--- config.mk ---
export PLATFORM = sky130hd
export DESIGN_NAME = conv_frame_sequencer
export DESIGN_NICKNAME = d
export VERILOG_FILES = /design/src/rtl/conv_pkg.sv /design/src/rtl/conv_pos_counter.sv /design/src/rtl/conv_frame_sequencer.sv
export SDC_FILE = /design/constraint.sdc
export NUM_CORES = 1
export LEC_CHECK = 0
export BUFFER_PORTS_ARGS = -buffer_cell sky130_fd_sc_hd__buf_2
export CAP_MARGIN = 20
export CORE_UTILIZATION = 63
export CTS_CLUSTER_SIZE = 16
export DETAILED_ROUTE_END_ITERATION = 10
export PLACE_DENSITY = 0.86
export SYNTH_ARGS = -nofsm -noshare
export SYNTH_HDL_FRONTEND = slang
export SYNTH_SLANG_ARGS = --single-unit
--- constraint.sdc ---
create_clock -name clk -period 5.7 [get_ports clk]
set_input_delay 1.14 -clock clk [delete_from_list [all_inputs] [get_ports clk]]
set_output_delay 1.14 -clock clk [all_outputs]
set_load 0.005 [all_outputs]
--- src/rtl/conv_pkg.sv ---
// Shared FSM state type and padding constants for the convolution frame sequencer.
package conv_pkg;

    typedef enum logic [2:0] {
        IDLE       = 3'd0,
        PAD_TOP    = 3'd1,
        ROW        = 3'd2,
        PAD_BOTTOM = 3'd3,
        FINISH     = 3'd4
    } conv_seq_state_t;

    localparam int KERNEL_ROW_DEFAULT = 3;
    localparam int KERNEL_COL_DEFAULT = 3;
    localparam int PR = (KERNEL_ROW_DEFAULT - 1) / 2;
    localparam int PC = (KERNEL_COL_DEFAULT - 1) / 2;

    // Zero padding needed on each side of an odd kernel dimension.
    function automatic int pad_of(input int kernel_size);
        return (kernel_size - 1) / 2;
    endfunction

endpackage

--- src/rtl/conv_pos_counter.sv ---
// Position inside the padded frame: the column wraps at i_col_last and carries into the row.
module conv_pos_counter #(
    parameter int COL_W = 11,
    parameter int ROW_W = 12
) (
    input  logic             clk,
    input  logic             rst_n,
    input  logic             i_clear,
    input  logic             i_advance,
    input  logic [COL_W-1:0] i_col_last,
    input  logic [ROW_W-1:0] i_row_last,
    output logic [COL_W-1:0] o_col,
    output logic [ROW_W-1:0] o_row,
    output logic             o_col_wrap,
    output logic             o_frame_end
);

    logic [COL_W-1:0] r_col;
    logic [ROW_W-1:0] r_row;

    assign o_col       = r_col;
    assign o_row       = r_row;
    assign o_col_wrap  = (r_col == i_col_last);
    assign o_frame_end = o_col_wrap && (r_row == i_row_last);

    always_ff @(posedge clk or negedge rst_n) begin
        if (!rst_n) begin
            r_col <= '0;
            r_row <= '0;
        end else if (i_clear) begin
            r_col <= '0;
            r_row <= '0;
        end else if (i_advance) begin
            // The last element parks the counters at the origin rather than rolling into a new frame.
            if (o_frame_end) begin
                r_col <= '0;
                r_row <= '0;
            end else if (o_col_wrap) begin
                r_col <= '0;
                r_row <= r_row + 1'b1;
            end else begin
                r_col <= r_col + 1'b1;
            end
        end
    end

endmodule

--- src/rtl/conv_frame_sequencer.sv ---
// Streams a source frame into the conv line buffer, wrapping it in zero padding in raster order
// and flagging elements that complete a window centred on a real pixel.
module conv_frame_sequencer
    import conv_pkg::*;
#(
    parameter int DATA_WIDTH         = 8,
    parameter int BUFFER_LENGTH      = 2000,
    parameter int KERNEL_ROW_SIZE    = 2 * PR + 1,
    parameter int KERNEL_COLUMN_SIZE = 2 * PC + 1,
    localparam int CW                = $clog2(BUFFER_LENGTH)
) (
    input  logic                  clk,
    input  logic                  rst_n,
    input  logic                  start,
    input  logic [CW-1:0]         frame_column_size,
    input  logic [CW-1:0]         frame_row_size,
    input  logic [DATA_WIDTH-1:0] s_data,
    input  logic                  s_valid,
    output logic                  s_ready,
    output logic [DATA_WIDTH-1:0] buf_point,
    output logic                  buf_valid,
    output logic [CW-1:0]         buf_col_size,
    output logic                  window_valid,
    output logic                  busy,
    output logic                  done
);

    localparam int ROW_PAD = pad_of(KERNEL_ROW_SIZE);
    localparam int COL_PAD = pad_of(KERNEL_COLUMN_SIZE);
    localparam int RW      = CW + 1;
    localparam logic [RW-1:0] MAX_COLS = RW'(BUFFER_LENGTH - 2 * COL_PAD);

    conv_seq_state_t       r_state;
    conv_seq_state_t       w_next_state;
    logic [CW-1:0]         r_cols;
    logic [CW-1:0]         r_rows;
    logic [CW-1:0]         r_buf_col_size;
    logic [DATA_WIDTH-1:0] r_buf_point;
    logic                  r_buf_valid;
    logic                  r_window_valid;
    logic                  r_done;

    logic [CW-1:0] w_col;
    logic [RW-1:0] w_row;
    logic          w_col_wrap;
    logic          w_frame_end;
    logic [CW-1:0] w_col_last;
    logic [RW-1:0] w_row_last;
    logic [RW-1:0] w_top_last;
    logic [RW-1:0] w_body_last;
    logic          w_pixel_col;
    logic          w_accept;
    logic          w_size_ok;
    logic          w_window;
    logic          w_s_ready;
    logic          w_emit;
    logic          w_take;

    assign w_col_last  = r_cols + CW'(2 * COL_PAD) - CW'(1);
    assign w_row_last  = {1'b0, r_rows} + RW'(2 * ROW_PAD) - RW'(1);
    assign w_top_last  = RW'(ROW_PAD) - RW'(1);
    assign w_body_last = {1'b0, r_rows} + RW'(ROW_PAD) - RW'(1);
    assign w_pixel_col = (w_col >= CW'(COL_PAD)) && (w_col < r_cols + CW'(COL_PAD));

    // A start in the done cycle is still inside the busy window and is dropped.
    assign w_accept  = (r_state == IDLE) && !r_done && start;
    assign w_size_ok = (frame_row_size != '0) && (frame_column_size != '0)
                       && ({1'b0, frame_column_size} <= MAX_COLS);
    assign w_window  = w_emit && (w_row >= RW'(KERNEL_ROW_SIZE - 1))
                       && (w_col >= CW'(KERNEL_COLUMN_SIZE - 1));

    conv_pos_counter #(
        .COL_W (CW),
        .ROW_W (RW)
    ) u_pos_counter (
        .clk         (clk),
        .rst_n       (rst_n),
        .i_clear     (w_accept),
        .i_advance   (w_emit),
        .i_col_last  (w_col_last),
        .i_row_last  (w_row_last),
        .o_col       (w_col),
        .o_row       (w_row),
        .o_col_wrap  (w_col_wrap),
        .o_frame_end (w_frame_end)
    );

    always_comb begin
        w_next_state = r_state;
        w_s_ready    = 1'b0;
        w_emit       = 1'b0;
        w_take       = 1'b0;
        unique case (r_state)
            IDLE: begin
                if (w_accept) begin
                    if (!w_size_ok)        w_next_state = FINISH;
                    else if (ROW_PAD == 0) w_next_state = ROW;
                    else                   w_next_state = PAD_TOP;
                end
            end
            PAD_TOP: begin
                w_emit = 1'b1;
                if (w_col_wrap && (w_row == w_top_last)) w_next_state = ROW;
            end
            ROW: begin
                // Side padding is free-running; pixel columns stall until the source delivers.
                w_s_ready = w_pixel_col;
                w_take    = w_pixel_col && s_valid;
                w_emit    = !w_pixel_col || s_valid;
                if (w_emit && w_col_wrap && (w_row == w_body_last))
                    w_next_state = (ROW_PAD == 0) ? FINISH : PAD_BOTTOM;
            end
            PAD_BOTTOM: begin
                w_emit = 1'b1;
                if (w_frame_end) w_next_state = FINISH;
            end
            FINISH:  w_next_state = IDLE;
            default: w_next_state = IDLE;
        endcase
    end

    always_ff @(posedge clk or negedge rst_n) begin
        if (!rst_n) begin
            r_state        <= IDLE;
            r_cols         <= '0;
            r_rows         <= '0;
            r_buf_col_size <= '0;
            r_buf_point    <= '0;
            r_buf_valid    <= 1'b0;
            r_window_valid <= 1'b0;
            r_done         <= 1'b0;
        end else begin
            r_state        <= w_next_state;
            r_done         <= (r_state == FINISH);
            r_buf_valid    <= w_emit;
            r_buf_point    <= w_take ? s_data : '0;
            r_window_valid <= w_window;
            if (w_accept) begin
                r_cols         <= frame_column_size;
                r_rows         <= frame_row_size;
                r_buf_col_size <= frame_column_size + CW'(KERNEL_COLUMN_SIZE - 1);
            end
        end
    end

    assign s_ready      = w_s_ready;
    assign buf_point    = r_buf_point;
    assign buf_valid    = r_buf_valid;
    assign buf_col_size = r_buf_col_size;
    assign window_valid = r_window_valid;
    assign busy         = (r_state != IDLE) || r_done;
    assign done         = r_done;

endmodule
==> impl_metrics.env <==
export IMPL_start_kind="flop"
export IMPL_hold_class="reg -> reg"
export IMPL_avgViaCountPerCell=6.172
export IMPL_place_inst=622
export IMPL_fin_area_um2=4877
export IMPL_cts_clk_slew_worst_paths_ps=70
export IMPL_cts_resized=0
export IMPL_cts_max_path_buffers=2
export IMPL_finalCritPeriodShare_pct=71.13
export IMPL_pre_cts_ws_ps=2060
export IMPL_io_pins=58
export IMPL_routedWlPerCell_um=15.68
export IMPL_yosysTopAreaCell="dfrtp_1"
export IMPL_postCtsHoldBufs=0
export IMPL_syn_num_nets=573
export IMPL_fin_tns_setup_ps=0
export IMPL_period_needed_ps=4054
export IMPL_synth_seq_cells=69
export IMPL_status="finished clean"
export IMPL_cp_required_ps=4560
export IMPL_grt_max_degree=70
export IMPL_rows=29
export IMPL_h_tree_depth=3
export IMPL_rsz0062_at_grt="false"
export IMPL_slew_violations=0
export IMPL_min_from="buf_col_size[2]"
export IMPL_antenna_found_initial=0
export IMPL_tritoncts="done"
export IMPL_finalHoldViolations=0
export IMPL_p_total_uw=2275
export IMPL_grt_pass1_wl_um=16840
export IMPL_seq_area_frac_synth_pct=39.67
export IMPL_gp_congestion=0.8919
export IMPL_worstSetupPathType="reg -> out"
export IMPL_grt_pass1_vias=3739
export IMPL_endpoint_kind="output port"
export IMPL_fin_skew_ps=8.518
export IMPL_drt_iter0_markers=341
export IMPL_max_cap_viol_count=0
export IMPL_wl_met1_um=4469
export IMPL_dr_pass1_iters=5
export IMPL_track_usage_pct=29.51
export IMPL_area_growth_pct=12.04
export IMPL_clock_latency_ps=350
export IMPL_power_leakage_uw=0.002314
export IMPL_wl_met2_um=4527
export IMPL_async_flop_share_pct=100.0
export IMPL_syn_cell_area_um2=4353
export IMPL_post_cts_buffers=0
export IMPL_ant_nets=0
export IMPL_cts_buffers=9
export IMPL_syn_avg_cell_area_um2=8.403
export IMPL_clkSinkCount=69
export IMPL_num_fill_cells=489
export IMPL_critical_path_max_fanout=10
export IMPL_n_antenna_cell=0
export IMPL_synth_area_top_cells="dfrtp_1 40%, nand2_1 8.3%, ha_1 6.0%"
export IMPL_fin_ws_ps=1646
export IMPL_overflow=0
export IMPL_crit_path_start="r_cols[0]"
export IMPL_dr_max_layer_used="met4"
export IMPL_peakVddDrop_mv=0.2797
export IMPL_slew_headroom_pct=32.23
export IMPL_synth_distinct_cells=51
export IMPL_die_y_um=85.12
export IMPL_power_density_nw_per_um2=466.4
export IMPL_io_buffers=57
export IMPL_core_um2=6495
export IMPL_fin_nets=611
export IMPL_r2r_start="r_cols[0]"
export IMPL_cts_root_buf="clkbuf_8"
export IMPL_wirelength_um=10010
export IMPL_synth_edff_count=0
export IMPL_synth_top_area_share_pct=39.67
export IMPL_place_detailed_hpwl_um=7182
export IMPL_stdcell_count=638
export IMPL_die_area_um2=7245
export IMPL_start_util_pct=67.02
export IMPL_wl_met3_um=777
export IMPL_setup_viol=0
export IMPL_worstMarginPinSlew_ps=1017
export IMPL_drive_above_1_share_pct=14.26
export IMPL_yosys_most_used_dff="dfrtp_1"
export IMPL_dieWidth_um=85.12
export IMPL_syn_inst=518
export IMPL_yosys_warnings=0
export IMPL_place_area_um2=4614
export IMPL_via_count=3938
export IMPL_fmax_mhz=246.6
export IMPL_arrival_ps=2910
export IMPL_drc=0
export IMPL_r2r_slack_ps=2000
## per-layer routing
layer | global-route usage [%] | vias to the layer above
li1 | - | 1892
met1 | 39.31 | 1834
met2 | 47.65 | 186
met3 | 5.058 | 26
met4 | 12.94 | 0
met5 | 0 | -
## critical path: stages (launching register included)
cell	delay, ps
dfrtp_1	390
ha_1	230
nand2_1	90
nor2_1	180
nand3_1	110
xor2_1	160
ha_1	300
a211o_1	260
a21oi_1	150
o31a_1	180
and4_1	350
buf_2	170
## cells in the mapped netlist, types with 2 or more instances
cell type / instances
xor2_1: 14
o21a_1: 2
xnor2_1: 26
o41ai_1: 2
a41oi_1: 3
ha_1: 21
nand2_1: 96
and3_1: 25
nor3_1: 16
o21ai_0: 31
nor2b_1: 2
and4_1: 3
nand3b_1: 11
o211ai_1: 4
o211a_1: 2
buf_6: 2
or3_1: 3
buf_2: 3
nand3_1: 23
nor2_1: 40
clkbuf_1: 27
a31oi_1: 4
o32ai_1: 2
a21oi_1: 23
a21o_1: 2
nor4_1: 13
dfrtp_1: 69
a211oi_1: 2
o311ai_0: 2
nor3b_1: 2
inv_1: 13
nand4_1: 7
nor4_2: 3
and2_1: 3
## logic make-up (layout without fill, tap and decap cells)
logic type / count (synthesis) / in the layout / share of synthesized area (%)
AO/OA/AOI/OAI: 87 / 87 / 12.42
XOR/XNOR: 41 / 41 / 8.594
adder cells (fa/ha/maj): 21 / 21 / 6.036
buffers and inverters: 47 / 90 / 4.570
flip-flops: 69 / 69 / 39.67
AND/OR/NAND/NOR: 253 / 253 / 28.72
## final timing paths
path,end,depth (start not counted)
setup / recovery,s_ready,11
min in group asynchronous,u_pos_counter.o_row[4],2
max in group asynchronous,buf_col_size[3],2
setup reg to reg,u_pos_counter.o_row[10],14
hold / removal,buf_col_size[2],2
hold reg to reg,buf_col_size[2],2
## through the flow
stage | hold WS (ps) | util (%)
after floorplan | 466.8 | -
after global placement | 456.6 | 71.05
after detailed placement | 461.8 | 71.05
after CTS | 483.1 | 75.09
after global routing | 495.6 | 75.09
final | 480.0 | 75.09
## report_power, final
| part | total [uW] | internal (uW) | switching, uW | leakage [uW] |
|---|---|---|---|---|
| combinational | 848 | 380 | 468 | 0.00130 |
| sequential | 901 | 657 | 244 | 0.000888 |
| clock | 526 | 335 | 191 | 0.000123 |
## placed cells by master (no fill, tap or decap), types with 3 or more instances in the layout
cell type / n
nand2_1: 96
dfrtp_1: 69
buf_2: 57
nor2_1: 40
o21ai_0: 31
xnor2_1: 26
and3_1: 25
nand3_1: 23
a21oi_1: 23
ha_1: 21
nor3_1: 16
xor2_1: 14
inv_1: 13
nor4_1: 13
nand3b_1: 11
clkbuf_8: 9
nand4_1: 7
o211ai_1: 4
a31oi_1: 4
bufinv_16: 4
buf_4: 4
nor4_2: 3
and4_1: 3
and2_1: 3
a41oi_1: 3
or3_1: 3
## area by class of cell
| type | instances | area [um2] | share of cell area, % |
|---|---|---|---|
| multi-input combinational | 402 | 2427 | 49.77 |
| sequential | 69 | 1727 | 35.40 |
| timing repair buffer | 61 | 315.3 | 6.465 |
| clock inverter | 6 | 135.1 | 2.771 |
| clock buffer | 10 | 127.6 | 2.617 |
| tap | 77 | 96.34 | 1.975 |
| inverter | 13 | 48.80 | 1.001 |
## state kept, by name, indices dropped and copies added (netlist names)
signal,count
u_pos_counter.o_row,12
r_cols,11
r_rows,11
u_pos_counter.o_col,11
buf_col_size,10
buf_point,8
r_state,3
buf_valid,1
done,1
window_valid,1
(Power assumes the default switching activity.)
